<file path="src/rtl/regbank_pkg.sv">
// Purpose: shared constants and types for the 8-entry write-side register bank.
//   NUM_REGS : number of registers in the bank
//   ADDR_W   : write address width
//   BYTE_W   : bits per byte lane
//   word_t / be_t : default-width (32-bit) word and byte-enable types
package regbank_pkg;

    localparam int unsigned NUM_REGS = 8;
    localparam int unsigned ADDR_W   = 3;
    localparam int unsigned BYTE_W   = 8;
    localparam int unsigned WORD_W   = 32;

    typedef logic [ADDR_W-1:0]        addr_t;
    typedef logic [WORD_W-1:0]        word_t;
    typedef logic [WORD_W/BYTE_W-1:0] be_t;

endpackage

</file>
<file path="src/rtl/regbank8_write_demux_be_reg.sv">
// Purpose: WIDTH-bit byte-enabled register with a sticky valid flag.
// Ports:
//   clk_i   : clock, rising edge
//   rst_i   : asynchronous active-high reset
//   clr_i   : synchronous clear of data and valid (wins over load)
//   ld_i    : load strobe for the enabled lanes
//   be_i    : per-lane enables, bit i covers d_i[8i+7:8i]
//   d_i     : write data
//   q_o     : register contents, straight from flops
//   valid_o : set by the first load after reset/clear
module be_reg
    import regbank_pkg::*;
#(
    parameter int unsigned WIDTH = 32
) (
    input  logic                    clk_i,
    input  logic                    rst_i,
    input  logic                    clr_i,
    input  logic                    ld_i,
    input  logic [WIDTH/8-1:0]      be_i,
    input  logic [WIDTH-1:0]        d_i,
    output logic [WIDTH-1:0]        q_o,
    output logic                    valid_o
);

    localparam int unsigned LANES = WIDTH / BYTE_W;

    logic [WIDTH-1:0] data_q, data_d;
    logic             valid_q, valid_d;

    always_comb begin
        data_d  = data_q;
        valid_d = valid_q;
        if (clr_i) begin
            data_d  = '0;
            valid_d = 1'b0;
        end else if (ld_i) begin
            for (int unsigned i = 0; i < LANES; i++) begin
                if (be_i[i]) begin
                    data_d[i*BYTE_W +: BYTE_W] = d_i[i*BYTE_W +: BYTE_W];
                end
            end
            valid_d = 1'b1;
        end
    end

    always_ff @(posedge clk_i or posedge rst_i) begin
        if (rst_i) begin
            data_q  <= '0;
            valid_q <= 1'b0;
        end else begin
            data_q  <= data_d;
            valid_q <= valid_d;
        end
    end

    assign q_o     = data_q;
    assign valid_o = valid_q;

endmodule

</file>
<file path="src/rtl/regbank8_write_demux.sv">
// Purpose: write demux for eight WIDTH-bit registers; a 3-bit address steers one
//   byte-enabled write per cycle into r0..r7, all of which are output in parallel.
// Ports:
//   clk, reset         : clock and asynchronous active-high reset
//   wr_en, wr_addr     : write request and target register
//   wr_data, wr_be     : write data and byte-lane enables
//   clr                : synchronous clear of registers, valid flags and counter
//   r0..r7             : register contents
//   valid              : per-register "written since reset/clear" flags
//   wr_count           : saturating count of accepted writes
module regbank8_write_demux
    import regbank_pkg::*;
#(
    parameter int unsigned WIDTH   = 32,
    parameter int unsigned CNT_W   = 8,
    parameter int unsigned ZERO_R0 = 0
) (
    input  logic                 clk,
    input  logic                 reset,
    input  logic                 wr_en,
    input  logic [ADDR_W-1:0]    wr_addr,
    input  logic [WIDTH-1:0]     wr_data,
    input  logic [WIDTH/8-1:0]   wr_be,
    input  logic                 clr,
    output logic [WIDTH-1:0]     r0,
    output logic [WIDTH-1:0]     r1,
    output logic [WIDTH-1:0]     r2,
    output logic [WIDTH-1:0]     r3,
    output logic [WIDTH-1:0]     r4,
    output logic [WIDTH-1:0]     r5,
    output logic [WIDTH-1:0]     r6,
    output logic [WIDTH-1:0]     r7,
    output logic [NUM_REGS-1:0]  valid,
    output logic [CNT_W-1:0]     wr_count
);

    logic                accept;
    logic [NUM_REGS-1:0] ld;
    logic [WIDTH-1:0]    regs [NUM_REGS];
    logic [NUM_REGS-1:0] valid_w;
    logic [CNT_W-1:0]    cnt_q, cnt_d;

    // wr_addr/wr_data only matter once the write is accepted, so an idle bus
    // carrying X never reaches the registers.
    assign accept = wr_en && !clr && (|wr_be) &&
                    !((ZERO_R0 != 0) && (wr_addr == '0));

    always_comb begin
        ld = '0;
        if (accept) begin
            ld[wr_addr] = 1'b1;
        end
    end

    generate
        if (ZERO_R0 != 0) begin : g_r0_zero
            assign regs[0]    = '0;
            assign valid_w[0] = 1'b1;
        end else begin : g_r0_reg
            be_reg #(.WIDTH(WIDTH)) u_r0 (
                .clk_i   (clk),
                .rst_i   (reset),
                .clr_i   (clr),
                .ld_i    (ld[0]),
                .be_i    (wr_be),
                .d_i     (wr_data),
                .q_o     (regs[0]),
                .valid_o (valid_w[0])
            );
        end

        for (genvar n = 1; n < NUM_REGS; n++) begin : g_reg
            be_reg #(.WIDTH(WIDTH)) u_r (
                .clk_i   (clk),
                .rst_i   (reset),
                .clr_i   (clr),
                .ld_i    (ld[n]),
                .be_i    (wr_be),
                .d_i     (wr_data),
                .q_o     (regs[n]),
                .valid_o (valid_w[n])
            );
        end
    endgenerate

    always_comb begin
        cnt_d = cnt_q;
        if (clr) begin
            cnt_d = '0;
        end else if (accept && (cnt_q != '1)) begin
            cnt_d = cnt_q + 1'b1;
        end
    end

    always_ff @(posedge clk or posedge reset) begin
        if (reset) begin
            cnt_q <= '0;
        end else begin
            cnt_q <= cnt_d;
        end
    end

    assign r0       = regs[0];
    assign r1       = regs[1];
    assign r2       = regs[2];
    assign r3       = regs[3];
    assign r4       = regs[4];
    assign r5       = regs[5];
    assign r6       = regs[6];
    assign r7       = regs[7];
    assign valid    = valid_w;
    assign wr_count = cnt_q;

endmodule
</file>
<file path="config.mk">
export PLATFORM = sky130hd
export DESIGN_NAME = regbank8_write_demux
export DESIGN_NICKNAME = d
export VERILOG_FILES = /design/src/rtl/regbank_pkg.sv /design/src/rtl/regbank8_write_demux_be_reg.sv /design/src/rtl/regbank8_write_demux.sv
export SDC_FILE = /design/constraint.sdc
export NUM_CORES = 1
export LEC_CHECK = 0
export BUFFER_PORTS_ARGS = -buffer_cell sky130_fd_sc_hd__buf_2
export CAP_MARGIN = 20
export CORE_ASPECT_RATIO = 1.75
export CORE_MARGIN = 2
export CORE_UTILIZATION = 48
export CTS_CLUSTER_SIZE = 24
export DETAILED_ROUTE_END_ITERATION = 16
export PLACE_DENSITY = 0.78
export RECOVER_POWER = 100
export SLEW_MARGIN = 25
export SYNTH_ARGS = -nofsm -noshare
export SYNTH_HDL_FRONTEND = slang
export SYNTH_SLANG_ARGS = --single-unit
</file>
<file path="constraint.sdc">
create_clock -name clk -period 10.2 [get_ports clk]
set_clock_uncertainty 0.2 [all_clocks]
set_input_delay 2.04 -clock clk [delete_from_list [all_inputs] [get_ports clk]]
set_output_delay 2.04 -clock clk [all_outputs]
set_load 0.02 [all_outputs]
</file>
## Yosys cells after proc, flatten, opt, wreduce, memory -nomap -nowiden

Cells that the tools add are included.

- Equality and inequality tests: 1
- Order comparisons: 2
- Add/sub/neg operators: 1
- Reduce and logical (&&, ||, !) cells: 51
- Mux-type cells: 41

Operators by type and width:

| cell | number |
|---|---|
| 32-bit two-way mux | 16 |
| 2-bit AND reduction | 32 |
| 8-bit two-way mux | 7 |
| 2-bit nonzero test | 13 |
| 1-bit two-way mux | 17 |
| 8-bit by 1-bit adder with 8-bit output (second input constant) | 1 |
| 8-bit != test (second input constant) | 1 |
| 1-bit logical AND | 4 |
| 3-bit by 4-bit < comparator with 1-bit output (second input constant) | 1 |
| 4-bit OR reduction | 1 |
| 1-bit demux with 3-bit select | 1 |
| 3-bit by 1-bit >= comparator with 1-bit output (second input constant) | 1 |
| 1-bit zero test | 1 |

- Bits in registers: 272
- Word-level logic and storage cells: 137
- Input bits: 43
- Output and inout bits: 272

## Longest topological paths before layout

- Depth in word-level cells: 7
- Depth in mapped cells: 7
- Depth with buffers taken out: 5

## Modules after synthesis

Synthesis repeated with hierarchy kept, for this count alone.

- Cell total of the unflattened synthesis: 1,268
- Area total of the unflattened synthesis: 14,382.5 µm²

Modules (own cells, without submodules):

| module | cells each | sequential area each (µm²) | instances | area each (µm²) |
|---|---|---|---|---|
| be_reg | 151 | 825.8 | 8 | 1,731.7 |
| regbank8_write_demux | 60 | 200.2 | 1 | 529.3 |

## Least setup slack after synthesis

Ideal clock, no wire load.

- Path type: input port to flip-flop
- From: input wr_addr[2]
- To: register g_reg[3].u_r.data_q[24]
- Stages on the path: 7
- Library setup time: 132 ps
- Arrival: 3,156 ps
- Buffers on the path: 3
- Data required time: 9,868 ps
- Slack: 6,712 ps
- Cells stage by stage: buf_2 -> nor2b_1 -> clkbuf_1 -> nor2b_1 -> buf_2 -> mux2i_1 -> nor2_1

- Cells in the longest elaborated chain, start to end: 7
- Elaborated cells between the ends (all ways): 8
- Classes of those cells: order compare: 2; mux: 3; reduce/logical: 3

Ends and longest elaborated chain:

| what | RTL line | RTL |
|---|---|---|
| start: declaration | regbank8_write_demux.sv:21 | `input logic [ADDR_W-1:0] wr_addr,` |
| 3-bit by 4-bit < comparator with 1-bit output (not written as such) or 3-bit by 1-bit >= comparator with 1-bit output (tied branches) | regbank8_write_demux.sv:51 | `ld[wr_addr] = 1'b1;` |
| 1-bit logical AND (not written as such) | regbank8_write_demux.sv:51 |  |
| 1-bit two-way mux (not written as such) | regbank8_write_demux.sv:51 |  |
| 1-bit demux with 3-bit select (*) | regbank8_write_demux.sv:51 |  |
| 8-bit two-way mux (*) | regbank8_write_demux.sv:50 | `if (accept) begin` |
| 2-bit nonzero test (no source line) (*) | - |  |
| 2-bit AND reduction (no source line) (*) | - |  |
| end signal: assignment | regbank8_write_demux_be_reg.sv:52 | `data_q <= data_d;` |
| end: declaration | regbank8_write_demux_be_reg.sv:28 | `logic [WIDTH-1:0] data_q, data_d;` |

Every way passes the cells marked *; elsewhere a longest branch is shown, timed or not.
A chain may end at the register's enable or synchronous reset.

## Worst setup path after layout

- From: input clr
- To: register g_reg[2].u_r.data_q[21]

- Cells in the longest elaborated chain, start to end: 6
- Elaborated cells between the ends (all ways): 8
- Classes of those cells: mux: 2; reduce/logical: 6

Ends and longest elaborated chain:

| what | RTL line | RTL |
|---|---|---|
| start: declaration | regbank8_write_demux.sv:24 | `input logic clr,` |
| 1-bit zero test | regbank8_write_demux.sv:45 | `assign accept = wr_en && !clr && (\|wr_be) &&` |
| 1-bit logical AND (2 in series) | regbank8_write_demux.sv:45 |  |
| 8-bit two-way mux | regbank8_write_demux.sv:50 |  |
| 2-bit nonzero test (no source line) | - |  |
| 2-bit AND reduction (no source line) | - |  |
| end signal: assignment | regbank8_write_demux_be_reg.sv:52 |  |
| end: declaration | regbank8_write_demux_be_reg.sv:28 |  |

Several ways; a longest one is shown, not always the timed one.

==> flow_summary.rst <==
.. list-table::
   :header-rows: 1

   * - Metric
     - Value
   * - Arrival time worst endpoint
     - around 6.0 ns
   * - Post-route clock period utilization
     - 0.574
   * - Placed standard-cell area
     - 13200 sq um
   * - Final Hold Slack
     - roughly 0.29 ns
   * - Critical-path cell list
     - clkbuf_8, nor4bb_1, clkbuf_1, nand2_1, nand2_1, a21oi_1
   * - Final WS setup
     - about 4.3 ns
   * - Commonest non-fill, non-tap cell in the layout
     - clkbuf_1
   * - Dominant synthesized flop cell
     - dfrtp_1
   * - Number of warnings printed during yosys synthesis
     - 0
   * - Setup crit start kind
     - input port
   * - Normalized max-slew margin
     - -1.39
   * - Cell type with the highest occurrence count on the critical path
     - nand2_1
   * - Terminating pin of the worst hold path
     - g_reg[7].u_r.valid_o
   * - Post-CTS resize count
     - 0
   * - Worst flop-to-flop path endpoint
     - wr_count[7]
   * - Number of standard cells in the layout, taps in and fillers out
     - roughly 1700
   * - Congestion Overflow GR
     - 0
   * - Die outline width
     - ~120 microns
   * - Largest net degree at the start of global routing
     - between 150 and 200
   * - Global Route Usage Sum
     - 0.256
   * - Maximum count of clock buffers along a single path
     - 3
   * - Outcome
     - complete, but fails checks
   * - Fraction of final layout cells sized beyond drive strength 1
     - 0.0668
   * - Number of remaining DRC errors
     - 0
   * - Actual transition at the worst max-transition pin
     - about 3.6 ns
   * - Avg Cell Area, Syn
     - 10.6 sq um
   * - Hold Path Class
     - reg -> reg
   * - Worst Path Max Fanout
     - 153
   * - EDFF count, synth
     - 0
   * - Launch point of the worst reg-to-reg path
     - wr_count[0]
   * - Utilization after layout
     - 0.563
   * - Final critical delay including setup and external delays
     - between 5 and 6 ns
   * - Endpoint type of the worst setup path
     - register
   * - Wire per inst
     - 20.0 microns
   * - Number of H-tree levels
     - 1
   * - Total buffers and inverters traversed by the critical path
     - 2
   * - Ys async rst share
     - 1.00
   * - Overall power consumption
     - between 2 and 2.5 mW
   * - Sum of negative setup slack
     - 0 ns
   * - WL final
     - ~33 mm
   * - Initial antenna violation count
     - 0
   * - Failing checks
     - capacitance limit, slew limit
   * - Maximum clock frequency
     - 171 MHz
   * - Vertical extent of the die
     - roughly 210 microns
   * - Vias in the first global route
     - between 9000 and 10000
   * - Antenna-violating nets left
     - 0
   * - Via total after detailed routing
     - 9123
   * - DIE AREA
     - between 20000 and 30000 sq um
   * - Hold violation total from the final report
     - 0
   * - Cell area after synthesis
     - approximately 12000 sq um
   * - Crit Path Class
     - in -> reg
   * - Sinks on the clock net
     - between 200 and 300
   * - Area share of the leading cell type in the synthesized netlist
     - 0.589
   * - Worst skew pair latency
     - 0.51 ns
   * - Initial Util
     - 0.484
   * - Top cells by area in the synthesized netlist
     - dfrtp_1 (59%), mux2i_1 (14%), nor2_1 (5.2%), nand3_1 (4.3%), a21oi_1 (4.2%)
   * - Global-route wire length before repair
     - ~51 mm
   * - Number of maximum-capacitance violations
     - 4
   * - Hold-fix buffers at CTS
     - 0
   * - Hold Startpoint
     - g_reg[7].u_r.valid_o
   * - Setup repair after global routing missed its margin
     - no
   * - Drt first pass iters
     - 7
   * - Worst reg-to-reg path cell count
     - 4
   * - Endpoints failing setup
     - 0
   * - Synth Register Bits
     - approximately 270
   * - Worst IR drop on VDD
     - between 0.1 and 0.15 mV
   * - Standard-cell rows
     - 75
   * - Critical Path Slowest Stage Cell
     - nor4bb_1
   * - Total Nets Final
     - 1377
   * - CTS tree
     - built
   * - Gate count of the mapped netlist
     - approximately 1100
   * - Biggest cell delay along the critical path
     - between 1.5 and 2 ns
   * - Setup WS pre-CTS
     - around 5.4 ns
   * - Count of final max-slew check failures
     - about 180
   * - Commonest non-fill, non-tap cells in the layout
     - clkbuf_1 (284), dfrtp_1 (272), nor2_1 (177), mux2i_1 (161), nand2_1 (118)
   * - Root cell of the clock tree
     - clkbuf_16
   * - Signed area change from the synthesized netlist to the final layout
     - 16.2%
   * - Clock-pin slew on the worst setup and hold paths
     - around 0.060 ns
   * - Fill cell total of the finished layout
     - between 2000 and 2500
   * - Placed wire-length estimate
     - 22.5 mm
   * - Number of cells in the design after placement
     - 1614
   * - Count of cell types in the netlist
     - ~40
   * - Power density over the cells
     - 160 nW/um^2
   * - Setup Fix Bufs, Post-CTS
     - 0
   * - Flop-to-flop setup slack
     - 8.28 ns
   * - Number of top-level pins
     - around 320
   * - Post-route cell area
     - 13400 sq um
   * - Vias/cell
     - 5.51
   * - Iteration-0 DRC count of the detailed router
     - 682
   * - Register area share after synthesis
     - 0.589
   * - Required time of the worst setup path
     - ~10 ns
   * - Synthesized netlist net count
     - 1130
   * - Cell taking the most area after synthesis
     - dfrtp_1
   * - Antenna cells
     - 0
   * - Cell family contributing the most delay on the critical path
     - simple AND/OR/NAND/NOR gates
   * - Placeable core region
     - 23800 sq um
   * - Port bufs
     - 314
   * - Final GP Congestion
     - just over 0.8
   * - Inserted Clock Buffers
     - 25
   * - Hold Crit Depth
     - 1
   * - Total leakage power
     - ~5.5 nW
==> worst register-to-register path: stages, from the launching register on <==
cell,delay [ns]
dfrtp_1,0.42
ha_1,0.21
nand3_1,0.12
o21ai_0,0.61
o221ai_1,0.22
==> kinds of logic (layout without fill, tap and decap cells) <==
| logic type | count (synthesis) | count (layout) | share of synthesized area |
|---|---|---|---|
| and+or+nand+nor | 422 | 422 | 0.171 |
| DFF | 272 | 272 | 0.589 |
| muxes | 161 | 161 | 0.140 |
| AOI/OAI and AO/OA | 120 | 120 | 0.0574 |
| buffers and inverters | 110 | 372 | 0.0418 |
| adders and majority gates | 1 | 1 | 0.00108 |
==> cells in the mapped netlist, drive strengths merged, types with 3 or more instances <==
cell type,number
nor2,177
a21oi,97
dfrtp,272
nand2,118
o2bb2ai,6
nand2b,3
clkbuf,73
o21ai,4
buf,31
inv,6
nor2b,8
nand3,99
mux2i,161
==> area by class of cell <==
type,instances,area (sq um),area share
multi-input combinational,704,4110,0.306
timing repair buffer,324,1290,0.0965
inverter,6,35.0,0.00261
clock inverter,9,104,0.00774
clock buffer,33,686,0.0511
sequential,272,6810,0.507
tap,308,385,0.0287
==> routing by layer <==
layer	up-vias	GRT usage	share of wire
li1	4138	-	-
met1	4544	0.316	0.38
met2	362	0.438	0.51
met3	79	0.0349	0.058
met4	0	0.122	0.049
met5	-	0	0
==> power breakdown <==
group	total, mW	switching, mW	leakage, nW	internal, mW
clock network	0.919	0.397	0.384	0.522
registers	1.09	0.00601	3.79	1.09
logic	0.129	0.103	1.34	0.0262
==> state kept, by name, summed over array words and instances (netlist names) <==
| register | count |
|---|---|
| wr_count | 8 |
| g_r0_reg.u_r0.valid_o | 1 |
| g.u_r.valid_o | 7 |
| g_r0_reg.u_r0.q_o | 32 |
| g.u_r.q_o | 224 |
==> worst max path at each step <==
stage / from / endpoint / depth (start not counted)
global route: reset / g_reg[4].u_r.q_o[25] / 3
global placement: clr / g_reg[3].u_r.q_o[12] / 5
CTS: clr / g_reg[3].u_r.q_o[8] / 5
floorplan: reset / g_r0_reg.u_r0.q_o[0] / 1
detailed placement: clr / g_reg[3].u_r.q_o[8] / 5
finish: clr / g_reg[2].u_r.q_o[21] / 6
No activity file was read; power rests on OpenSTA's default activity.
